**config.mk**
```make
export PLATFORM = sky130hd
export DESIGN_NAME = gb_oam_dma
export DESIGN_NICKNAME = d
export VERILOG_FILES = /design/src/rtl/gb_oam_dma.sv
export SDC_FILE = /design/constraint.sdc
export NUM_CORES = 1
export LEC_CHECK = 0
export CAP_MARGIN = 25
export CELL_PAD_IN_SITES_DETAIL_PLACEMENT = 0
export CELL_PAD_IN_SITES_GLOBAL_PLACEMENT = 2
export CORE_MARGIN = 5
export CORE_UTILIZATION = 27
export CTS_BUF_LIST = sky130_fd_sc_hd__clkbuf_8
export DETAILED_ROUTE_END_ITERATION = 6
export PLACE_DENSITY = 0.94
export SYNTH_ARGS = -nofsm -noshare
export SYNTH_HDL_FRONTEND = slang
export SYNTH_SLANG_ARGS = --single-unit
```
**constraint.sdc**
```tcl
create_clock -name clk -period 2.8 [get_ports clk]
set_input_delay 0.56 -clock clk [delete_from_list [all_inputs] [get_ports clk]]
set_output_delay 0.56 -clock clk [all_outputs]
set_load 0.01 [all_outputs]
```
**src/rtl/gb_oam_dma.sv**
```systemverilog
// rtl/gb_oam_dma.sv - OAM DMA engine copying p_LEN bytes from {src_page,8'h00} to p_DST_BASE
// Optional restart-while-busy behaviour: define DMG_DMA_RESTART_EN.
module gb_oam_dma #(
  parameter int p_ADDR_BITS = 16,
  parameter int p_DATA_BITS = 8,
  parameter int p_LEN       = 160,
  parameter int p_DST_BASE  = 'hFE00
) (
  input  logic                   clk,
  input  logic                   rst,
  input  logic                   start,
  input  logic [7:0]             src_page,
  output logic                   busy,
  output logic                   done,
  input  logic                   mem_gnt,
  output logic [p_ADDR_BITS-1:0] mem_addr,
  output logic                   mem_ren,
  output logic                   mem_wen,
  output logic [p_DATA_BITS-1:0] mem_data,
  input  logic [p_DATA_BITS-1:0] mem_q
);

  localparam logic [1:0] IDLE = 2'd0;
  localparam logic [1:0] RD   = 2'd1;
  localparam logic [1:0] CAP  = 2'd2;
  localparam logic [1:0] WR   = 2'd3;

  logic [1:0]             state;
  logic [7:0]             idx;
  logic [7:0]             src_page_r;
  logic [p_DATA_BITS-1:0] data_r;
  logic                   done_r;
  logic                   last;
  logic                   restart;

  assign last = (idx == 8'(p_LEN - 1));

  // A start while busy either restarts the transfer or is dropped.
`ifdef DMG_DMA_RESTART_EN
  assign restart = start && (state != IDLE);
`else
  assign restart = 1'b0;
`endif

  // Sequencer: read one byte, capture it, write it, advance.
  always_ff @(posedge clk) begin
    if (rst) begin
      state      <= IDLE;
      idx        <= 8'd0;
      src_page_r <= 8'd0;
      data_r     <= '0;
      done_r     <= 1'b0;
    end else begin
      done_r <= (state == WR) && mem_gnt && last;
      if (restart || (state == IDLE && start)) begin
        src_page_r <= src_page;
        idx        <= 8'd0;
        state      <= RD;
      end else begin
        case (state)
          IDLE: state <= IDLE;
          RD: begin
            if (mem_gnt) state <= CAP;
          end
          CAP: begin
            data_r <= mem_q;
            state  <= WR;
          end
          WR: begin
            if (mem_gnt) begin
              if (last) begin
                state <= IDLE;
              end else begin
                idx   <= idx + 8'd1;
                state <= RD;
              end
            end
          end
          default: state <= IDLE;
        endcase
      end
    end
  end

  // Bus outputs decode from state; reset silences them in the same cycle.
  always_comb begin
    mem_addr = '0;
    mem_ren  = 1'b0;
    mem_wen  = 1'b0;
    mem_data = '0;
    busy     = 1'b0;
    done     = 1'b0;
    if (!rst) begin
      busy = (state != IDLE);
      done = done_r;
      case (state)
        RD: begin
          mem_addr = p_ADDR_BITS'({src_page_r, 8'h00}) + p_ADDR_BITS'(idx);
          mem_ren  = mem_gnt;
        end
        WR: begin
          mem_addr = p_ADDR_BITS'(p_DST_BASE) + p_ADDR_BITS'(idx);
          mem_data = data_r;
          mem_wen  = mem_gnt;
        end
        default: begin
          mem_addr = '0;
        end
      endcase
    end
  end

endmodule

```
Word level (Yosys, flattened, before mapping):

Index checks and enable logic that the tools add are counted.

* mux-type cells: 15
* equal/unequal tests: 8
* reduce and logical (&&, ||, !) cells: 10
* add/sub/neg operators: 3
* bitwise gates (word level): 2

Operators by type and width (number)
* case mux 16 bit (2 select lines): 1
* adder 16 x 8 -> 16 bit: 1
* 2-to-1 mux 16 bit: 1
* 2-to-1 mux 8 bit: 2
* adder 10 x 9 -> 11 bit, first input constant: 1
* adder 8 x 1 -> 8 bit, second input constant: 1
* equality test 8 bit, second input constant: 1
* 2-to-1 mux 1 bit: 8
* case mux 2 bit (4 select lines): 1
* AND reduction 2 bit: 3
* equality test 2 bit, second input constant: 2
* 2-to-1 mux 2 bit: 2
* != test 2 bit, second input constant: 2
* logical AND 1 bit: 3
* != test 3 x 2 -> 1 bit, second input constant: 1
* != test 3 bit, second input constant: 1
* AND reduction 3 bit: 1
* equality test 2 x 1 -> 1 bit, second input constant: 1
* logical NOT 2 bit: 1
* inverter 1 bit: 2
* nonzero test 2 bit: 1
* OR reduction 2 bit: 1

* logic and storage cells: 44
* input port bits: 20
* output and inout bits: 28
* register bits: 27

Logic depth before layout (Yosys ltp):

Gate-level depths: netlist (run 1).

* depth after elaboration: 5
* mapped depth: 7

Worst setup path after synthesis (run 1):

Ideal clock, no wire load.

* path type: in2out
* start point: in rst
* end point: out mem_addr[8]
* buffers on the path: 2
* setup slack: 0.993 ns
* cell stages on the path: 3
* arrival: 1.247 ns
* cell sequence: clkbuf_1 clkbuf_1 and3b_1

* cells in the longest elaborated chain, start to end: 1

RTL lines
* from (decl): line 10 `input logic rst,`
* 2-to-1 mux 16 bit: line 93 `if (!rst) begin`
* to (decl): line 16 `output logic [p_ADDR_BITS-1:0] mem_addr,`

Every way passes these cells.

Final worst setup path (run 1):

* start point: in rst
* end point: out mem_data[5]

* cells in the longest elaborated chain, start to end: 1

RTL lines
* 2-to-1 mux 8 bit: line 93
* to (decl): line 19 `output logic [p_DATA_BITS-1:0] mem_data,`

Every way passes these cells.

==> results.sh, run 1 <==
export IMPL_io_buffers=47
export IMPL_skew_ns=0.00156
export IMPL_setup_viol=0
export IMPL_drtIter0Drc=62
export IMPL_path_clk_slew_ns=0.09
export IMPL_peakVddDrop_uv=197
export IMPL_die_height_um=81.0
export IMPL_antenna_found_initial=0
export IMPL_syn_to_final_growth_pct=44.3
export IMPL_totalWireLength_um=3460
export IMPL_cp_slowest_cell="clkdlybuf4s50_1"
export IMPL_ant_nets=0
export IMPL_synth_seq_area_share_pct=39.7
export IMPL_synth_nets=193
export IMPL_core_mm2=0.00482
export IMPL_setup_tns_ns=0
export IMPL_p_total_mw=0.765
export IMPL_crit_top_cell="clkdlybuf4s50_1"
export IMPL_globalplace_congestion=0.720
export IMPL_path_cells="clkdlybuf4s50_1 -> nor2b_1 -> buf_4 -> and2_1 -> clkdlybuf4s50_1"
export IMPL_fin_ws_ns=0.191
export IMPL_syn_area_mm2=0.00136
export IMPL_drive_above_1_share_pct=5.12
export IMPL_vias_per_cell=4.53
export IMPL_grt_pass1_vias=1248
export IMPL_p_per_area_mw_per_mm2=390
export IMPL_ys_ff_latch=27
export IMPL_synthCells=168
export IMPL_die_w_um=81.0
export IMPL_grt_max_degree=22
export IMPL_hold_viol_final=0
export IMPL_finalNetCount=241
export IMPL_dpl_cell_area_mm2=0.00192
export IMPL_fin_util_pct=40.8
export IMPL_cts_made_buffers=3
export IMPL_first_pass_iters=4
export IMPL_diodes=0
export IMPL_insertion_delay_ns=0.27
export IMPL_ys_warn_count=0
export IMPL_yosys_top_cells_area="dfxtp_1 (40%), nor2_1 (7.5%), and2_1 (6.9%)"
export IMPL_yosysTopAreaCell="dfxtp_1"
export IMPL_io_pins=48
export IMPL_timing_hold_ws_ns=0.456
export IMPL_dieArea_mm2=0.00656
export IMPL_period_needed_ns=2.61
export IMPL_finalMaxSlewViolations=0
export IMPL_start_util_pct=28.2
export IMPL_holdBufCountCts=0
export IMPL_cts_resized=0
export IMPL_status="completed"
export IMPL_min_path_type="flip-flop to flip-flop"
export IMPL_cp_start_kind="primary input"
export IMPL_post_cts_buffers=0
export IMPL_cts_buffer_depth=2
export IMPL_rows=25
export IMPL_root_buffer="clkbuf_8"
export IMPL_clkSinkCount=27
export IMPL_critical_path_max_stage_delay_ns=0.54
export IMPL_timing_fmax_ghz=0.383
export IMPL_grt_setup_unrepaired="false"
export IMPL_cts_tree="done"
export IMPL_grtUsageTotal_pct=10.9
export IMPL_avgSynthCellArea_um2=8.10
export IMPL_finalInstanceArea_mm2=0.00196
export IMPL_cp_arrival_ns=2.05
export IMPL_yosysUniqueCellTypes=29
export IMPL_grt_pass1_wl_um=5690
export IMPL_critPathRequiredTime_ns=2.24
export IMPL_maxSlewHeadroom_pct=66.0
export IMPL_dpl_worst_slack_ns=0.185
export IMPL_vias=1277
export IMPL_htreeDepth=1
export IMPL_instances_no_fill=282
export IMPL_synth_top_area_share_pct=39.7
export IMPL_drc=0
export IMPL_grt_ovfl_total=0
export IMPL_place_hpwl_um=2620
export IMPL_cp_max_fo=8
export IMPL_tightest_slew_ns=0.511
export IMPL_p_leak_nw=0.703
export IMPL_dp_cells=278
export IMPL_drv_cap=0
export IMPL_crit_path_end_kind="primary output"
export IMPL_drt_wirelength_per_cell_um=12.3
export IMPL_critical_path_class="primary input to primary output"
export IMPL_fin_crit_sh_pct=93.2
cell type report:
cell class              count  area [um^2]
clock buffers               3         41.3
inverters                   6         22.5
fillers                   537         2850
flip-flops and latches     27          541
well taps                  67         83.8
multi-input cells         126          762
repair buffers             52          508
clock inverters             1         5.00
logic make-up after synthesis:
family                   count (synthesis)  synth area share, %
AND/OR/NAND/NOR                         81                 29.3
flip-flops                              27                 39.7
AO/OA/AOI/OAI                           26                 12.2
buffers and inverters                   15                 4.23
multiplexers                             9                 6.62
XOR/XNOR                                 5                 3.22
adder cells (fa/ha/maj)                  5                 4.60
critical path: cells and delay by family:
| kind | cells | cell delay (ns) |
|---|---|---|
| buf+inv | 3 | 1.18 |
| simple gates | 2 | 0.31 |
cells in the mapped netlist:
cell type and n:
nand2b_1 1, ha_1 5, nor2b_1 2, inv_1 6, clkbuf_1 8, mux2i_1 9
dfxtp_1 27, nand2_1 20, buf_2 1, nand3_1 2, nor2_1 27, xnor2_1 4
nor3_1 6, nand4_1 2, and2_1 15, o21bai_1 1, a21oi_1 17, nor4_1 1
o211ai_1 1, or3_1 1, a311oi_1 1, o21ai_0 3, o2bb2ai_1 1, and3b_1 2
a31oi_1 1, a2111oi_4 1, nand4bb_1 1, and4bb_4 1, xor2_1 1
where the power goes:
group / switching (mW) / leakage [nW] / internal (mW) / total, mW
Combinational: 0.0689 / 0.458 / 0.0652 / 0.134
Clock: 0.120 / 0.0255 / 0.0997 / 0.219
Sequential: 0.00951 / 0.219 / 0.402 / 0.411
Total: 0.198 / 0.703 / 0.567 / 0.765
registers in the layout (all words and copies together), names as in the netlist:
register    cells
src_page_r      8
state           2
data_r          8
idx             8
done_r          1
cell usage in the layout (no fill, tap or decap), drive strengths merged, types with 2 or more instances in the layout:
master	netlist	final
nor2b	2	2
nand2	20	20
o21ai	3	3
xnor2	4	4
dfxtp	27	27
mux2i	9	9
clkdlybuf4s50	0	47
nand4	2	2
buf	1	5
nor3	6	6
inv	6	6
nor2	27	27
clkbuf	8	3
nand3	2	2
a21oi	17	17
ha	5	5
and2	15	15
and3b	2	2
layer usage:
layer | wire length [um] | GRT usage, % | vias up
li1 | - | - | 648
met1 | 1620 | 13.7 | 594
met2 | 1590 | 18.5 | 33
met3 | 233 | 3.66 | 2
met4 | 12 | 1.52 | 0
met5 | 0 | 0 | -
path summary, 6_finish.rpt:
kind / start / to / slack [ns] / depth (start not counted)
worst max-delay path: rst / mem_data[5] / 0.19 / 5
worst max register to register: state[1] / idx[5] / 1.12 / 6
worst min-delay path: src_page_r[0] / src_page_r[0] / 0.46 / 2
worst min register to register: src_page_r[0] / src_page_r[0] / 0.46 / 2
Power figures use the tool's default switching activity.
==> run 2, diff against run 1 <==
--- a/config.mk
+++ b/config.mk
@@ -16,3 +16,4 @@
 export SYNTH_ARGS = -nofsm -noshare
 export SYNTH_HDL_FRONTEND = slang
 export SYNTH_SLANG_ARGS = --single-unit
+export TNS_END_PERCENT = 5
==> results of run 2 <==
Same layout as run 1: the final DEF is identical, and so are final timing and power.
==> run 3, diff against run 2 <==
--- a/config.mk
+++ b/config.mk
@@ -9,10 +9,11 @@
 export CELL_PAD_IN_SITES_DETAIL_PLACEMENT = 0
 export CELL_PAD_IN_SITES_GLOBAL_PLACEMENT = 2
 export CORE_MARGIN = 5
-export CORE_UTILIZATION = 27
+export CORE_UTILIZATION = 25
 export CTS_BUF_LIST = sky130_fd_sc_hd__clkbuf_8
 export DETAILED_ROUTE_END_ITERATION = 6
-export PLACE_DENSITY = 0.94
+export PLACE_DENSITY = 0.89
+export SLEW_MARGIN = 20
 export SYNTH_ARGS = -nofsm -noshare
 export SYNTH_HDL_FRONTEND = slang
 export SYNTH_SLANG_ARGS = --single-unit
==> constraint.sdc (replaced) <==
create_clock -name clk -period 2.7 [get_ports clk]
set_input_delay 0.54 -clock clk [delete_from_list [all_inputs] [get_ports clk]]
set_output_delay 0.54 -clock clk [all_outputs]
set_load 0.01 [all_outputs]
==> run 3 against run 2 <==
Compared with the run above:
- critical path depth is the same
- clock skew increased by 0.0066 ns
- core utilization is 2.9 points lower
- clock power increased by 9.1%
- total power is 5.2% higher
- non-clock buffer count stayed put
- flip-flop and latch count did not move
- combinational power up 4%
- die area is 7.0% higher
- sequential power up 4%
- critical endpoint is now mem_data[3]
==> results.sh, run 3 (synthesis gave the netlist of run 1 again) <==
export IMPL_die_w_um=83.8
export IMPL_mostFrequentLayoutCells="clkdlybuf4s50_1 (47), nor2_1 (27), dfxtp_1 (27), nand2_1 (20), a21oi_1 (17)"
export IMPL_vias_per_cell=4.42
export IMPL_wl_met1_um=1740
export IMPL_min_path_type="flip-flop to flip-flop"
export IMPL_cts_tree="done"
export IMPL_fin_util_pct=37.8
export IMPL_start_util_pct=26.1
export IMPL_critPathRequiredTime_ns=2.16
export IMPL_holdBufCountCts=0
export IMPL_drc=0
export IMPL_antenna_found_initial=0
export IMPL_cpLargestDelayFamily="buffers and inverters"
export IMPL_cp_arrival_ns=2.03
export IMPL_path_cells="clkdlybuf4s50_1 -> nor2b_1 -> buf_4 -> and2_1 -> clkdlybuf4s50_1"
export IMPL_dieArea_mm2=0.00701
export IMPL_p_int_mw=0.589
export IMPL_crit_top_cell="clkdlybuf4s50_1"
export IMPL_finalMaxSlewViolations=0
export IMPL_cts_resized=0
export IMPL_hold_viol_final=0
export IMPL_peakVddDrop_uv=216
export IMPL_critical_path_max_stage_delay_ns=0.53
export IMPL_cp_start_kind="primary input"
export IMPL_drive_above_1_share_pct=5.12
export IMPL_die_height_um=83.8
export IMPL_reg2reg_setup_slack_ns=1.00
export IMPL_syn_to_final_growth_pct=44.8
export IMPL_cts_made_buffers=3
export IMPL_wl_met2_um=1570
export IMPL_grt_setup_unrepaired="false"
export IMPL_crit_buf_inv=3
export IMPL_cts_buffer_depth=2
export IMPL_clkSinkCount=27
export IMPL_io_pins=48
export IMPL_dpl_cell_area_mm2=0.00192
export IMPL_setup_viol=0
export IMPL_htreeDepth=1
export IMPL_top_regs="data_r: 8 flops, idx: 8 flops, src_page_r: 8 flops"
export IMPL_reg2reg_to="idx[5]"
export IMPL_critical_path_class="primary input to primary output"
export IMPL_grtUsageTotal_pct=10.4
export IMPL_combPwrFrac_pct=17.3
export IMPL_io_buffers=47
export IMPL_ant_nets=0
export IMPL_grt_ovfl_total=0
export IMPL_rows=26
export IMPL_maxSlewHeadroom_pct=66.7
export IMPL_p_leak_nw=0.699
export IMPL_fin_crit_sh_pct=95.2
export IMPL_skew_ns=0.00814
export IMPL_diodes=0
export IMPL_period_needed_ns=2.57
export IMPL_setup_tns_ns=0
export IMPL_p_switching_mw=0.216
export IMPL_drtIter0Drc=38
export IMPL_swShare_pct=26.8
export IMPL_routed_top_layer="met4"
export IMPL_insertion_delay_ns=0.28
export IMPL_first_pass_iters=4
export IMPL_clockPowerShare_pct=29.7
export IMPL_vias=1261
export IMPL_drt_wirelength_per_cell_um=12.4
export IMPL_tightest_slew_ns=0.499
export IMPL_crit_path_end_kind="primary output"
export IMPL_core_mm2=0.00520
export IMPL_grt_pass1_vias=1279
export IMPL_r2r_start="state[1]"
export IMPL_timing_fmax_ghz=0.389
export IMPL_post_cts_buffers=0
export IMPL_p_per_area_mw_per_mm2=409
export IMPL_seq_power_share_pct=53.0
export IMPL_grt_max_degree=18
export IMPL_path_clk_slew_ns=0.09
export IMPL_totalWireLength_um=3550
export IMPL_r2r_cells=6
export IMPL_status="completed"
export IMPL_final_common_cell="clkdlybuf4s50_1"
export IMPL_cp_slowest_cell="clkdlybuf4s50_1"
export IMPL_finalNetCount=241
export IMPL_holdPathStages=2
export IMPL_num_fill_cells=562
export IMPL_root_buffer="clkbuf_8"
export IMPL_hold_end="src_page_r[3]"
export IMPL_hp_start="src_page_r[3]"
export IMPL_met3_length_um=187
export IMPL_grt_pass1_wl_um=6160
export IMPL_cp_max_fo=8
export IMPL_drv_cap=0
export IMPL_place_hpwl_um=2640
export IMPL_timing_hold_ws_ns=0.459
export IMPL_globalplace_congestion=0.734
export IMPL_finalInstanceArea_mm2=0.00197
[run 3: cell count changes in the layout (fill, tap and decap cells not counted), sizes merged]
cell,change
clkinvlp,+1
clkinv,-1
[run 3: stage by stage]
step,setup slack [ns],power [mW],std cells
after global routing,0.0337,0.856,285
final,0.131,0.805,285
after CTS,0.109,0.819,285
after detailed placement,0.128,0.578,281
after global placement,0.172,0.578,281
after floorplan,0.929,0.512,168
[run 3: area by class of cell]
| cell class | count | area, um^2 | share of cell area, % |
|---|---|---|---|
| Sequential cell | 27 | 541 | 27.4 |
| Inverter | 6 | 22.5 | 1.14 |
| Timing Repair Buffer | 52 | 508 | 25.8 |
| Tap cell | 70 | 87.6 | 4.45 |
| Multi-Input combinational cell | 126 | 762 | 38.7 |
| Clock inverter | 1 | 7.51 | 0.381 |
| Clock buffer | 3 | 41.3 | 2.10 |
[run 3: power by group through the flow]
stage / combinational (mW) / sequential (mW) / clock [mW]
final: 0.139 / 0.426 / 0.239
after detailed placement: 0.142 / 0.436 / 0
after CTS: 0.143 / 0.427 / 0.249
after floorplan: 0.0787 / 0.434 / 0
after global placement: 0.143 / 0.435 / 0
after global routing: 0.157 / 0.430 / 0.269
[run 3: per-layer routing]
metal,GRT usage (%),vias to the layer above
li1,-,653
met1,13.9,569
met2,16.8,35
met3,3.06,4
met4,2.19,0
met5,0,-
[run 3: how the worst max path moves through the flow]
stage,depth (start not counted),slack (ns),endpoint,from
detailed placement,5,0.13,mem_data[3],rst
floorplan,4,0.93,mem_data[0],state[1]
CTS,5,0.11,mem_data[3],rst
finish,5,0.13,mem_data[3],rst
global placement,4,0.17,mem_ren,rst
global route,5,0.03,mem_data[3],rst
[run 3: worst min-delay path: cells and delay by family, from the launching register on]
| family | cells | cell delay, ns |
|---|---|---|
| AOI/OAI and AO/OA | 1 | 0.05 |
| DFF | 1 | 0.32 |
| and+or+nand+nor | 1 | 0.05 |
